===== src/rtl/inputdata_bram_loader.sv =====
// Streams channel-major samples into the conv engine input-data BRAM bank.
// Optional sample checksum accumulator: define LOADER_CHECKSUM_EN.
module inputdata_bram_loader #(
  parameter int DW             = 16,
  parameter int Dimension      = 16,
  parameter int ADDRESS_LENGTH = 13
) (
  input  logic                        clk,
  input  logic                        rst,
  input  logic                        start,
  input  logic [9:0]                  input_channels,
  input  logic [9:0]                  temporal_length,
  input  logic [DW-1:0]               s_data,
  input  logic                        s_valid,
  output logic                        s_ready,
  output logic [Dimension-1:0]        ena_inputdata_input_bram,
  output logic [Dimension-1:0]        wea_inputdata_input_bram,
  output logic [ADDRESS_LENGTH-1:0]   inputdata_bram_addr,
  output logic [DW*Dimension-1:0]     inputdata_input_bram,
  output logic                        busy,
  output logic                        done,
  output logic [31:0]                 checksum
);

  localparam int LW = (Dimension > 1) ? $clog2(Dimension) : 1;

  localparam logic [1:0] S_IDLE = 2'd0;
  localparam logic [1:0] S_LOAD = 2'd1;
  localparam logic [1:0] S_DONE = 2'd2;

  logic [1:0]                state_q;
  logic [9:0]                ic_q;
  logic [9:0]                tl_q;
  logic [9:0]                ch_q;
  logic [9:0]                t_q;
  logic [ADDRESS_LENGTH-1:0] base_q;
  logic [LW-1:0]             lane_q;
  logic [Dimension-1:0]      ena_q;
  logic [ADDRESS_LENGTH-1:0] addr_q;
  logic [DW*Dimension-1:0]   data_q;
  logic [Dimension-1:0]      lane_oh;
  logic                      xfer;
  logic                      last_t;
  logic                      last_ch;

  assign s_ready = (state_q == S_LOAD);
  assign busy    = (state_q == S_LOAD) || (state_q == S_DONE);
  assign done    = (state_q == S_DONE);
  assign xfer    = s_valid && s_ready;
  assign last_t  = (t_q == tl_q - 10'd1);
  assign last_ch = (ch_q == ic_q - 10'd1);

  assign ena_inputdata_input_bram = ena_q;
  assign wea_inputdata_input_bram = ena_q;
  assign inputdata_bram_addr      = addr_q;
  assign inputdata_input_bram     = data_q;

  // Decode the current lane into a one-hot write strobe.
  always_comb begin
    lane_oh         = '0;
    lane_oh[lane_q] = 1'b1;
  end

  // Load sequencer: geometry latch, channel/time/lane counters, slot base.
  always_ff @(posedge clk or negedge rst) begin
    if (!rst) begin
      state_q <= S_IDLE;
      ic_q    <= '0;
      tl_q    <= '0;
      ch_q    <= '0;
      t_q     <= '0;
      base_q  <= '0;
      lane_q  <= '0;
    end else begin
      case (state_q)
        S_IDLE: begin
          if (start) begin
            ic_q   <= input_channels;
            tl_q   <= temporal_length;
            ch_q   <= '0;
            t_q    <= '0;
            base_q <= '0;
            lane_q <= '0;
            if (input_channels == 10'd0 ||
                temporal_length == 10'd0)
              state_q <= S_DONE;
            else
              state_q <= S_LOAD;
          end
        end
        S_LOAD: begin
          if (xfer) begin
            if (last_t) begin
              t_q  <= '0;
              ch_q <= ch_q + 10'd1;
              if (lane_q == LW'(Dimension - 1)) begin
                lane_q <= '0;
                base_q <= base_q +
                          ADDRESS_LENGTH'(tl_q);
              end else begin
                lane_q <= lane_q + LW'(1);
              end
              if (last_ch)
                state_q <= S_DONE;
            end else begin
              t_q <= t_q + 10'd1;
            end
          end
        end
        S_DONE:  state_q <= S_IDLE;
        default: state_q <= S_IDLE;
      endcase
    end
  end

  // Register a one-cycle BRAM write for every accepted sample.
  always_ff @(posedge clk or negedge rst) begin
    if (!rst) begin
      ena_q  <= '0;
      addr_q <= '0;
      data_q <= '0;
    end else if (xfer) begin
      ena_q  <= lane_oh;
      addr_q <= base_q + ADDRESS_LENGTH'(t_q);
      data_q <= {Dimension{s_data}};
    end else begin
      ena_q  <= '0;
    end
  end

`ifdef LOADER_CHECKSUM_EN
  logic [31:0] sum_q;

  assign checksum = sum_q;

  // Running sum of accepted samples, restarted by each accepted start.
  always_ff @(posedge clk or negedge rst) begin
    if (!rst)
      sum_q <= '0;
    else if (state_q == S_IDLE && start)
      sum_q <= '0;
    else if (xfer)
      sum_q <= sum_q + 32'(s_data);
  end
`else
  assign checksum = 32'd0;
`endif

endmodule

===== config.mk =====
export PLATFORM = sky130hd
export DESIGN_NAME = inputdata_bram_loader
export DESIGN_NICKNAME = d
export VERILOG_FILES = /design/src/rtl/inputdata_bram_loader.sv
export SDC_FILE = /design/constraint.sdc
export NUM_CORES = 1
export LEC_CHECK = 0
export ABC_AREA = 1
export ABC_CLOCK_PERIOD_IN_PS = 5500
export BUFFER_PORTS_ARGS = -buffer_cell sky130_fd_sc_hd__buf_2
export CORE_AREA = 2 2 146 148
export DETAILED_ROUTE_END_ITERATION = 7
export DIE_AREA = 0 0 148 150
export PLACE_DENSITY = 0.68
export SYNTH_ARGS = -nofsm -noshare
export SYNTH_HDL_FRONTEND = slang
export SYNTH_SLANG_ARGS = --single-unit
export TNS_END_PERCENT = 20

===== constraint.sdc =====
create_clock -name clk -period 5.5 [get_ports clk]
set_input_delay 1.1 -clock clk [delete_from_list [all_inputs] [get_ports clk]]
set_output_delay 1.1 -clock clk [all_outputs]
set_load 0.02 [all_outputs]

==> qor.txt <==
Status - complete, no violations
GPL Wtd Cong - 0.836
Number of flops mapped to enable cells by yosys - 0
Fill cell count - 2116
Nets@finish - 1252
R2R cell count - 8
Multi-input logic area - 0.00330 mm2
Area Growth Syn to Fin - 2.94%
Crit path launch type - flip-flop
Post-route ant nets - 0
Mean area per synthesized cell - 7.62 um2
WL per Instance - 13.1 um
Pre-CTS setup slack - 2700 ps
Sum of negative setup slack - 0 ps
Share of cells above drive strength 1 - 33.7%
Unrepaired setup endpoints after global routing - false
Comb pwr share - 62.1%
Routed WL - 19.1 mm
H-tree depth - 3
Met1 usage - 24.3%
Post-layout minimum cycle time - 2630 ps
Core ar. - 0.0207 mm2
Worst EP arrival - 1530 ps
Post-route cell area - 0.00862 mm2
GR peak layer - met2
Sequential cell fraction of total power - 25.4%
Worst hold start - inputdata_bram_addr[0]$_DFFE_PN0P_
Most used DFF post-synth - dfrtp_1
Final Setup Violations - 0
Placed wire-length estimate - 14.8 mm
Max_cap viols - 0
CTS sink count - 104
Total grt overflow - 0
Critical path fanouts, max - 23
Period utilization - 47.9%
Die ar. - 0.0222 mm2
WHS Endpoint - inputdata_bram_addr[0]$_DFFE_PN0P_
R2r startpoint - state_q[1]$_DFFE_PN0P_
Worst Clk Skew - 10.1 ps
Root buf cell - clkbuf_16
Switching part of the total - 56.6%
Final core occ - 41.7%
Hold Vio Cnt, Final - 0
Gr usage total - 16.8%
Clock latency on the worst-skew pair - 360 ps
Met2 GRT Util - 26.4%
Clock network fraction of total power - 12.5%
Antenna violations before repair - 0
Post-Syn Area - 0.00838 mm2
Fmax - 0.380 GHz
CTS Buf Count - 9
Num rows - 53
Most frequent cells in the layout - buf_2, nand2_1, dfrtp_1
Crit path launch - state_q[1]$_DFFE_PN0P_
Number of global-route vias before repair - 5651
Setup slack, reg-to-reg - 2880 ps
Die W - 148 um
Placed Area - 0.00830 mm2
Net Sw Power - 3130 uW
Reg2reg end - t_q[2]$_DFFE_PN0P_
CP Capture Type - output pin
Int Pwr - 2400 uW
Vias per Instance - 4.43
Maximum clock path buffer count - 2
Largest net degree at the start of global routing - 66
YS warnings - 0
Hold WC Path Type - reg -> reg
Hold buffers post-CTS - 0
WHS Path Cells - 2
Sequential area share after synthesis - 31.1%
Final slew viol count - 0
1st-iter DRT viols - 374
CTS tree - done
Drt drc - 0
Least-Margin Pin Slew - 1030 ps
Worst IR Drop VDD - 424 uV
Largest cells by area after synthesis - dfrtp_1, buf_4, nand2_1
Crit Path Category - reg -> out
CTS clock-pin slew for the worst setup and hold paths - 80 ps
Most common cell after layout, fill and taps aside - buf_2
Initial core utilization - 40.5%
I/O pin count - 376
Die height - 150 um
Setup bufs post-CTS - 0
FFs w/ async S/R, synth - 100%
Vias - 6470
Worst setup margin - 2870 ps
Register area - 0.00260 mm2
Distinct cells, synth - 41
Relative slew margins - 30.9%
Post-CTS resize count - 0
Req. time, crit path - 4400 ps
Drt first pass iters - 5
Global-route wire length before repair - 29.7 mm
Area leader, netlist - dfrtp_1
Met3 Use GR - 2.68%
Buffers on Ports - 343
Post-synthesis register bit count - 104
Leakage power - 0.00501 uW
PD cells - 642 mW/mm2
Yosys top cell area share - 31.1%
Cells after synthesis - 1099
Yosys cell counts (3+ instances only):
cell type / count
a21o_1: 3
a21oi_1: 32
a31oi_1: 5
and3_1: 3
buf_4: 288
buf_6: 4
clkbuf_1: 14
dfrtp_1: 104
ha_1: 31
inv_1: 82
nand2_1: 256
nand2_2: 3
nand2_4: 3
nand3_1: 50
nand4_1: 11
nor2_1: 77
nor2_2: 4
nor3_1: 6
o21ai_0: 29
o21ai_1: 11
o21ai_2: 14
or2_2: 6
xnor2_1: 12
xor2_1: 27
kinds of logic after synthesis:
family | after synthesis | synth area share [%]
fa+ha+maj | 33 | 5.11
buf+inv | 392 | 31.0
xor+xnor | 39 | 4.08
flops | 104 | 31.1
mux | 1 | 0.134
simple gates | 428 | 21.6
compound gates | 101 | 7.02
other cells | 1 | 0.0448
power groups by stage:
stage,logic (uW),registers (uW),clock network [uW]
3_3_place_gp,3430,1400,0
4_1_cts,3470,1400,711
6_report,3440,1400,692
3_5_place_dp,3460,1420,0
2_1_floorplan,3410,1420,0
5_1_grt,3770,1470,745
critical path, cell delays in order (launching register included):
cell,delay (ps)
dfrtp_1,400
inv_1,80
ha_1,150
buf_4,300
buf_2,230
registers in the layout (all words and copies together) (netlist names):
name / count
base_q: 13
ch_q: 10
ena_inputdata_input_bram: 16
ic_q: 10
inputdata_bram_addr: 13
inputdata_input_bram: 16
lane_q: 4
state_q: 2
t_q: 10
tl_q: 10
cell type report:
class                           instances  area share, %
Antenna cell                            1         0.0290
Multi-Input combinational cell        634           38.2
Clock inverter                          7           1.10
Inverter                               84           3.66
Clock buffer                            9           2.61
Tap cell                              275           3.99
Sequential cell                       104           30.2
Timing Repair Buffer                  346           20.2
per-layer routing:
| metal | vias up | wire length, um |
|---|---|---|
| met1 | 2980 | 9310 |
| met5 | - | 0 |
| li1 | 3294 | - |
| met2 | 184 | 8560 |
| met3 | 12 | 1050 |
| met4 | 0 | 157 |
worst max path at each step:
stage	end	slack, ps	cells past startpoint
5_1_grt	ena_inputdata_input_bram[9]$_DFF_PN0_	2590	8
3_5_place_dp	ena_inputdata_input_bram[9]$_DFF_PN0_	2700	6
3_3_place_gp	ena_inputdata_input_bram[0]$_DFF_PN0_	2760	6
4_1_cts	s_ready	2860	4
2_1_floorplan	t_q[5]$_DFFE_PN0P_	3320	5
6_report	s_ready	2870	4
stage by stage:
step / cells / power, uW / hold WS [ps]
finish: 1460 / 5540 / 476
global route: 1459 / 5980 / 519
CTS: 1459 / 5590 / 481
detailed placement: 1443 / 4870 / 460
global placement: 1443 / 4830 / 461
floorplan: 1130 / 4820 / 467
No activity file was read; power rests on OpenSTA's default activity.
